<file path="src/rtl/regdump_pkg.sv">
// Shared types and defaults for the register-dump serializer.
// The FSM encoding lives here so the top and any future monitors agree on it.
package regdump_pkg;

    typedef enum logic [2:0] {
        ST_IDLE    = 3'd0,
        ST_HEADER  = 3'd1,
        ST_LOAD    = 3'd2,
        ST_SEND    = 3'd3,
        ST_TRAILER = 3'd4
    } state_e;

    localparam logic [7:0] HEADER_DEFAULT   = 8'hA5;
    localparam int         NUM_REGS_DEFAULT = 32;
    localparam int         BYTES_PER_REG    = 4;

endpackage

</file>
<file path="src/rtl/tx_byte_reg.sv">
// Output byte register with valid/ready handshake: a loaded byte is held
// stable until the sink accepts it.
module tx_byte_reg #(
    parameter int W = 8
) (
    input  logic         clk,
    input  logic         srst,
    input  logic         load_i,
    input  logic [W-1:0] data_i,
    input  logic         ready_i,
    output logic         valid_o,
    output logic [W-1:0] data_o,
    output logic         xfer_o
);

    logic         valid_q, valid_d;
    logic [W-1:0] data_q, data_d;

    assign xfer_o  = valid_q & ready_i;
    assign valid_o = valid_q;
    assign data_o  = data_q;

    // A load in the same cycle as an accept replaces the byte without a bubble.
    always_comb begin
        valid_d = valid_q;
        data_d  = data_q;
        if (load_i) begin
            valid_d = 1'b1;
            data_d  = data_i;
        end else if (xfer_o) begin
            valid_d = 1'b0;
        end
    end

    always_ff @(posedge clk) begin
        if (srst) begin
            valid_q <= 1'b0;
            data_q  <= '0;
        end else begin
            valid_q <= valid_d;
            data_q  <= data_d;
        end
    end

endmodule

</file>
<file path="src/rtl/regdump_tx.sv">
// Serializes a register file as HEADER, 4 bytes per register (MSB first),
// then an XOR checksum of the data bytes, over a valid/ready byte stream.
module regdump_tx
    import regdump_pkg::*;
#(
    parameter int         NUM_REGS = NUM_REGS_DEFAULT,
    parameter logic [7:0] HEADER   = HEADER_DEFAULT
) (
    input  logic        hz100,
    input  logic        reset,
    input  logic        start,
    output logic [4:0]  rd_addr,
    input  logic [31:0] rd_data,
    output logic [7:0]  tx_data,
    output logic        tx_valid,
    input  logic        tx_ready,
    output logic        busy,
    output logic        done
);

    localparam logic [4:0] LAST_REG  = 5'(NUM_REGS - 1);
    localparam logic [1:0] LAST_BYTE = 2'(BYTES_PER_REG - 1);

    state_e      state_q, state_d;
    logic [4:0]  reg_cnt_q, reg_cnt_d;
    logic [1:0]  byte_cnt_q, byte_cnt_d;
    logic [31:0] shift_q, shift_d;
    logic [7:0]  csum_q, csum_d;
    logic        done_q, done_d;

    logic        ld;
    logic [7:0]  ld_data;
    logic        xfer;

    tx_byte_reg #(.W(8)) u_out (
        .clk     (hz100),
        .srst    (reset),
        .load_i  (ld),
        .data_i  (ld_data),
        .ready_i (tx_ready),
        .valid_o (tx_valid),
        .data_o  (tx_data),
        .xfer_o  (xfer)
    );

    always_comb begin
        state_d    = state_q;
        reg_cnt_d  = reg_cnt_q;
        byte_cnt_d = byte_cnt_q;
        shift_d    = shift_q;
        csum_d     = csum_q;
        done_d     = 1'b0;
        ld         = 1'b0;
        ld_data    = 8'h00;

        case (state_q)
            ST_IDLE: begin
                if (start) begin
                    state_d    = ST_HEADER;
                    ld         = 1'b1;
                    ld_data    = HEADER;
                    reg_cnt_d  = '0;
                    byte_cnt_d = '0;
                    csum_d     = '0;
                end
            end
            ST_HEADER: begin
                if (xfer) begin
                    state_d = ST_LOAD;
                end
            end
            ST_LOAD: begin
                // First byte goes straight to the output so SEND starts valid.
                shift_d    = rd_data;
                ld         = 1'b1;
                ld_data    = rd_data[31:24];
                byte_cnt_d = '0;
                state_d    = ST_SEND;
            end
            ST_SEND: begin
                if (xfer) begin
                    csum_d = csum_q ^ tx_data;
                    if (byte_cnt_q != LAST_BYTE) begin
                        byte_cnt_d = byte_cnt_q + 2'd1;
                        shift_d    = {shift_q[23:0], shift_q[31:24]};
                        ld         = 1'b1;
                        ld_data    = shift_q[23:16];
                    end else begin
                        byte_cnt_d = '0;
                        if (reg_cnt_q == LAST_REG) begin
                            state_d = ST_TRAILER;
                            ld      = 1'b1;
                            ld_data = csum_q ^ tx_data;
                        end else begin
                            reg_cnt_d = reg_cnt_q + 5'd1;
                            state_d   = ST_LOAD;
                        end
                    end
                end
            end
            ST_TRAILER: begin
                if (xfer) begin
                    state_d   = ST_IDLE;
                    reg_cnt_d = '0;
                    done_d    = 1'b1;
                end
            end
            default: begin
                state_d = ST_IDLE;
            end
        endcase
    end

    always_ff @(posedge hz100) begin
        if (reset) begin
            state_q    <= ST_IDLE;
            reg_cnt_q  <= '0;
            byte_cnt_q <= '0;
            shift_q    <= '0;
            csum_q     <= '0;
            done_q     <= 1'b0;
        end else begin
            state_q    <= state_d;
            reg_cnt_q  <= reg_cnt_d;
            byte_cnt_q <= byte_cnt_d;
            shift_q    <= shift_d;
            csum_q     <= csum_d;
            done_q     <= done_d;
        end
    end

    assign rd_addr = reg_cnt_q;
    assign busy    = (state_q != ST_IDLE);
    assign done    = done_q;

endmodule

</file>
<file path="config.mk">
export PLATFORM = sky130hd
export DESIGN_NAME = regdump_tx
export DESIGN_NICKNAME = d
export VERILOG_FILES = /design/src/rtl/regdump_pkg.sv /design/src/rtl/tx_byte_reg.sv /design/src/rtl/regdump_tx.sv
export SDC_FILE = /design/constraint.sdc
export NUM_CORES = 1
export LEC_CHECK = 0
export ABC_AREA = 1
export CAP_MARGIN = 20
export CELL_PAD_IN_SITES_DETAIL_PLACEMENT = 1
export CELL_PAD_IN_SITES_GLOBAL_PLACEMENT = 1
export CORE_MARGIN = 2
export CORE_UTILIZATION = 34
export CTS_CLUSTER_SIZE = 25
export DETAILED_ROUTE_END_ITERATION = 16
export PLACE_DENSITY_LB_ADDON = 0.1
export SYNTH_ARGS = -nofsm -noshare
export SYNTH_HDL_FRONTEND = slang
export SYNTH_SLANG_ARGS = --single-unit
</file>
<file path="constraint.sdc">
create_clock -name hz100 -period 1.8 [get_ports hz100]
set_clock_uncertainty 0.05 [all_clocks]
set_input_delay 0.27 -clock hz100 [delete_from_list [all_inputs] [get_ports hz100]]
set_output_delay 0.27 -clock hz100 [all_outputs]
set_load 0.05 [all_outputs]
</file>
---- Word-level counts from Yosys, hierarchy flattened ----
Index checks and enable logic that the tools add are counted.
cells by class
  multiply operators ...................... 0
  divide/modulo/power cells ............... 0
  bitwise operators ....................... 3
  order comparisons ....................... 0
  reductions and logical operators ........ 13
  multiplexer cells ....................... 36
  equal/unequal tests ..................... 13
  shift-type cells ........................ 0
  add/sub/neg operators ................... 2
operators with widths
  cell                                           count
  two-way mux 32 bit                             2
  one-hot mux 32 bit (2 select lines)            1
  two-way mux 8 bit                              6
  two-way mux 5 bit                              5
  one-hot mux 8 bit (3 select lines)             1
  two-way mux 3 bit                              6
  one-hot mux 8 bit (2 select lines)             1
  one-hot mux 3 bit (5 select lines)             1
  one-hot mux 5 bit (3 select lines)             1
  != test 2 bit, second input constant           5
  AND reduction 3 bit                            3
  nonzero test 3 bit                             3
  XOR 8 bit                                      1
  two-way mux 1 bit                              7
  == test 3 x 2 -> 1 bit, second input constant  2
  two-way mux 2 bit                              3
  != test 2 x 1 -> 1 bit, second input constant  3
  one-hot mux 2 bit (3 select lines)             1
  AND reduction 6 bit                            1
  nonzero test 2 bit                             3
  adder 5 x 1 -> 5 bit, second input constant    1
  == test 5 bit, second input constant           1
  AND reduction 5 bit                            1
  == test 3 x 1 -> 1 bit, second input constant  1
  7 further kinds                                7
word-level totals
  flip-flop bits (word level) ............. 60
  memories kept ........................... 0
  memory bits (writable) .................. 0
  input port bits ......................... 36
  output and inout bits ................... 16
  bits in latches ......................... 0
  ROM bits ................................ 0
  logic and storage cells ................. 75

---- Logic depth before layout (Yosys ltp) ----
  word-level depth ........................ 6
  mapped depth ............................ 11
  mapped depth without buffers ............ 11

---- By module ----
Synthesis repeated with hierarchy kept, for this count alone.
second synthesis, totals
  cells, all modules ...................... 480
  area total of the unflattened synthesis .. 3,069.2 µm²
by module, submodules not included
  module       area each (µm²)  times used  sequential area each (µm²)  cells an instance
  regdump_tx   2,757.6          1           1,021.0                     440
  tx_byte_reg  311.5            1           180.2                       40

---- Worst setup path after synthesis ----
OpenSTA, ideal clock, no wires.
  kind .................................... reg2reg
  start point ............................. reg reg_cnt_q[0] (netlist: rd_addr[0])
  end point ............................... reg reg_cnt_q[0] (netlist: rd_addr[0])
  setup time .............................. 0.070 ns
  clock period less this slack ............ 1.968 ns
  stages on the path, launching flop included .. 11
  path buffers ............................ 0
  data arrival time ....................... 1.848 ns
  setup slack ............................. -0.168 ns
  required time ........................... 1.680 ns
  cell sequence ........................... dfxtp_1 -> ha_1 -> nand2_1 -> nor2_1 -> ha_1 -> inv_1 -> nand2_1 -> nand2_1 -> nand2_4 -> nand2_1 -> a21oi_1
on the way
  cells in the longest elaborated chain, start to end .. 5
  elaborated cells between the ends (all ways) .. 8
ends and longest elaborated chain
  what                                line               source
  from (decl)                         regdump_tx.sv:25   logic [4:0] reg_cnt_q, reg_cnt_d;
  from (signal assigned)              regdump_tx.sv:124  reg_cnt_q <= reg_cnt_d;
  adder 5 x 1 -> 5 bit                regdump_tx.sv:95   reg_cnt_d = reg_cnt_q + 5'd1;
  two-way mux 5 bit                   regdump_tx.sv:90   if (reg_cnt_q == LAST_REG) begin
  two-way mux 5 bit                   regdump_tx.sv:83   if (byte_cnt_q != LAST_BYTE) begin
  two-way mux 5 bit                   regdump_tx.sv:81   if (xfer) begin
  one-hot mux 5 bit (3 select lines)  regdump_tx.sv:56   case (state_q)
Parallel ways exist; a longest one is shown, timed or not. The select of a mux whose other input is x is not followed.
A chain may end at the register's enable or synchronous reset.

---- Worst setup path in the final report ----
  start point ............................. reg reg_cnt_q[0] (netlist: rd_addr[0])
  end point ............................... reg u_out.data_q[1] (netlist: u_out.data_o[1])
on the way
  cells in the longest elaborated chain, start to end .. 5
  elaborated cells between the ends (all ways) .. 9
ends and longest elaborated chain
  what                                                                                             line               source
  == test 5 bit *                                                                                  regdump_tx.sv:90
  two-way mux 8 bit / two-way mux 1 bit (equally long branches)                                    regdump_tx.sv:90
  two-way mux 8 bit / two-way mux 1 bit (equally long branches)                                    regdump_tx.sv:83
  two-way mux 8 bit / two-way mux 1 bit (equally long branches)                                    regdump_tx.sv:81
  one-hot mux 8 bit (3 select lines) / one-hot mux 1 bit (3 select lines) (equally long branches)  regdump_tx.sv:56
  to (signal assigned)                                                                             tx_byte_reg.sv:41  data_q <= data_d;
  to (decl)                                                                                        tx_byte_reg.sv:17  logic [W-1:0] data_q, data_d;
Mark *: on every way between the ends. The rest lies on a longest branch, timed or not.

==> metrics.cfg <==
[run_status]
outcome = finished clean

[routing]
routedWlPerCell_um = 14.5
drc_errors = 0
vias = 2977
ant_nets = 0
via_per_inst = 4.90
first_pass_iters = 4
drtIter0Drc = 62
routed_wl_um = 8810

[clock_network]
numClockSinks = 60
clock_latency_ns = 0.34
cts-root-buf = clkbuf_8
cts_buffers = 9
tritoncts = done
path_clk_slew_ns = 0.08
cts_buffer_depth = 2
ctsHoldBuffers = 0
htreeDepth = 3

[global_routing]
grt_pass1_wl_um = 14800
grt_overflow = 0
antenna_found_initial = 0
grt_pass1_vias = 3010
grt_usage = 0.188
grt_max_degree = 53

[setup_path]
required_ns = 1.99
r2r_slack_ns = 0.1
start_kind = flop
r2r-start = rd_addr[0]
cp_top_family = adder cells
crit_arrival_ns = 1.89
crit_path_frequent_cell = nand2_1
worstSetupPathType = flop to flop
path_cells = ha_1, nand2_1, nor2_1, ha_2, inv_1, nand2_1, a21oi_4, buf_6, nand2_1, nand2_1, nor2_1
critPathBufInv = 2
cp_slowest_cell = dfxtp_2
rr_worst_depth = 11
end_kind = flop
reg2reg_to = u_out.data_o[1]
crit_cells = 11
critPathCapture = u_out.data_o[1]
critPathMaxFanout = 9
cpPeakStageDelay_ns = 0.33
startpoint = rd_addr[0]

[logic_synthesis]
synthesis.area_um2 = 3010
yosysWarnings = 0
synth_cell_types = 29
synthCells = 437
synth_edf_count = 0
syn_area_per_cell_um2 = 6.89
yosysSeqAreaShare = 0.399
synthArstFlopShare = 0
syn_nets = 476
ys.flop_type = dfxtp_1
synth_seq_cells = 60

[finish]
utilization = 0.452
area_growth_pct = 29.4
fillerInstances = 1131
layout-drive-gt1-share = 0.142
num_antenna_cells = 0
final_cell_mix = nand2_1, dfxtp_1, o21ai_0
fin_nets = 533
final_common_cell = nand2_1
fin_area_um2 = 3900

[die]
pin_count = 52
die_area_um2 = 9630
die_x_um = 98.1
die_y_um = 98.1
rows = 34
initial_utilization = 0.349
core_area_um2 = 8640

[sta]
fmax_mhz = 587
slew-limit-headroom = 0.795
rsz0062_at_grt = true
slew_violations = 0
period_needed_ns = 1.70
worst-slew-pin-transition_ns = 0.305
setup_violations = 0
finalCritPeriodShare = 0.946
hold_viol_final = 0

[placement]
place.gp.congestion = 0.763
hpwl_um = 6400
port-buffer-count = 51
dpl_cell_area_um2 = 3680

[worst_hold_path]
min_path_type = flop to flop

[flow_run]
cap_viol_max_count = 0

[power_and_ir_drop]
powerDensity_nw_per_um2 = 1590
vdd_drop_max_uv = 495
power_leakage_nw = 1.69
power_mw = 6.20

routing by layer:
metal / share of wire / GRT usage
met5: 0 / 0
met4: 0.012 / 0.0506
met3: 0.025 / 0.0286
met2: 0.48 / 0.319
met1: 0.49 / 0.251
layout make-up:
cell class                 count  area [µm²]  share of cell area
timing repair buffer          67         648               0.166
clock inverter                 4        47.5              0.0122
inverter                      33         124              0.0318
clock buffer                  12         155              0.0398
tap                          108         135              0.0346
multi-input combinational    323        1590               0.407
sequential                    60        1200               0.309
cell families after synthesis:
kind of cell             count (synthesis)  synth area share
AND/OR/NAND/NOR                        223             0.322
XOR/XNOR                                 8            0.0233
buffers and inverters                   54            0.0789
flip-flops                              60             0.399
AO/OA/AOI/OAI                           89             0.165
adder cells (fa/ha/maj)                  3            0.0125
through the flow:
| step | setup WS [ns] | setup TNS [ns] | instances | hold slack (ns) |
|---|---|---|---|---|
| after floorplan | 0.0238 | 0 | 437 | 0.376 |
| after global placement | 0.0235 | 0 | 591 | 0.411 |
| after detailed placement | -0.0309 | -0.117 | 591 | 0.420 |
| after CTS | 0.0162 | 0 | 607 | 0.430 |
| after global routing | -0.0334 | -0.114 | 607 | 0.460 |
| final | 0.0969 | 0 | 607 | 0.429 |
tightest hold or removal path, stage by stage, from the launching register on:
cell	delay [ns]
dfxtp_1	0.31
nand2_1	0.06
a31oi_1	0.07
synthesized netlist by cell type, types with 3 or more instances:
cell      instances  area [µm²]
a21oi_1          15        75.1
a31oi_1          32         200
buf_2            13        65.1
clkbuf_1          5        18.8
dfxtp_1          60        1200
ha_1              3        37.5
inv_1            28         105
inv_2             4        15.0
nand2_1         153         574
nand2_2           7        43.8
nand2_4           3        33.8
nand3_1          11        55.1
nor2_1           30         113
o21ai_0          40         200
or2_1             6        37.5
xnor2_1           8        70.1
state kept, by name, summed over array words and instances, names as in the netlist:
| register | count |
|---|---|
| state_q | 3 |
| rd_addr | 5 |
| u_out.data_o | 8 |
| shift_q | 32 |
| done | 1 |
| csum_q | 8 |
| byte_cnt_q | 2 |
| u_out.valid_o | 1 |
power by group:
part	total [mW]	leakage, nW	internal [mW]	switching (mW)
registers	2.02	0.492	1.73	0.295
logic	2.91	1.09	1.02	1.89
clock network	1.27	0.102	0.711	0.558
total	6.20	1.69	3.46	2.74
how the worst min path moves through the flow:
stage                  startpoint       endpoint  slack, ns  depth (start not counted)
floorplan                tx_ready  u_out.valid_o       0.38                          3
global placement    byte_cnt_q[1]  byte_cnt_q[1]       0.41                          2
detailed placement    shift_q[12]    shift_q[20]       0.42                          2
CTS                 byte_cnt_q[1]  byte_cnt_q[1]       0.43                          2
global route           shift_q[9]    shift_q[17]       0.46                          2
finish                shift_q[12]    shift_q[20]       0.43                          2
repair_timing:
item,4_1_cts,5_1_grt
gates cloned,0,0
resized for setup,2,8
endpoints found under the setup margin,1,12
setup buffers,0,0
pin swaps,0,1
(Power assumes the default switching activity.)
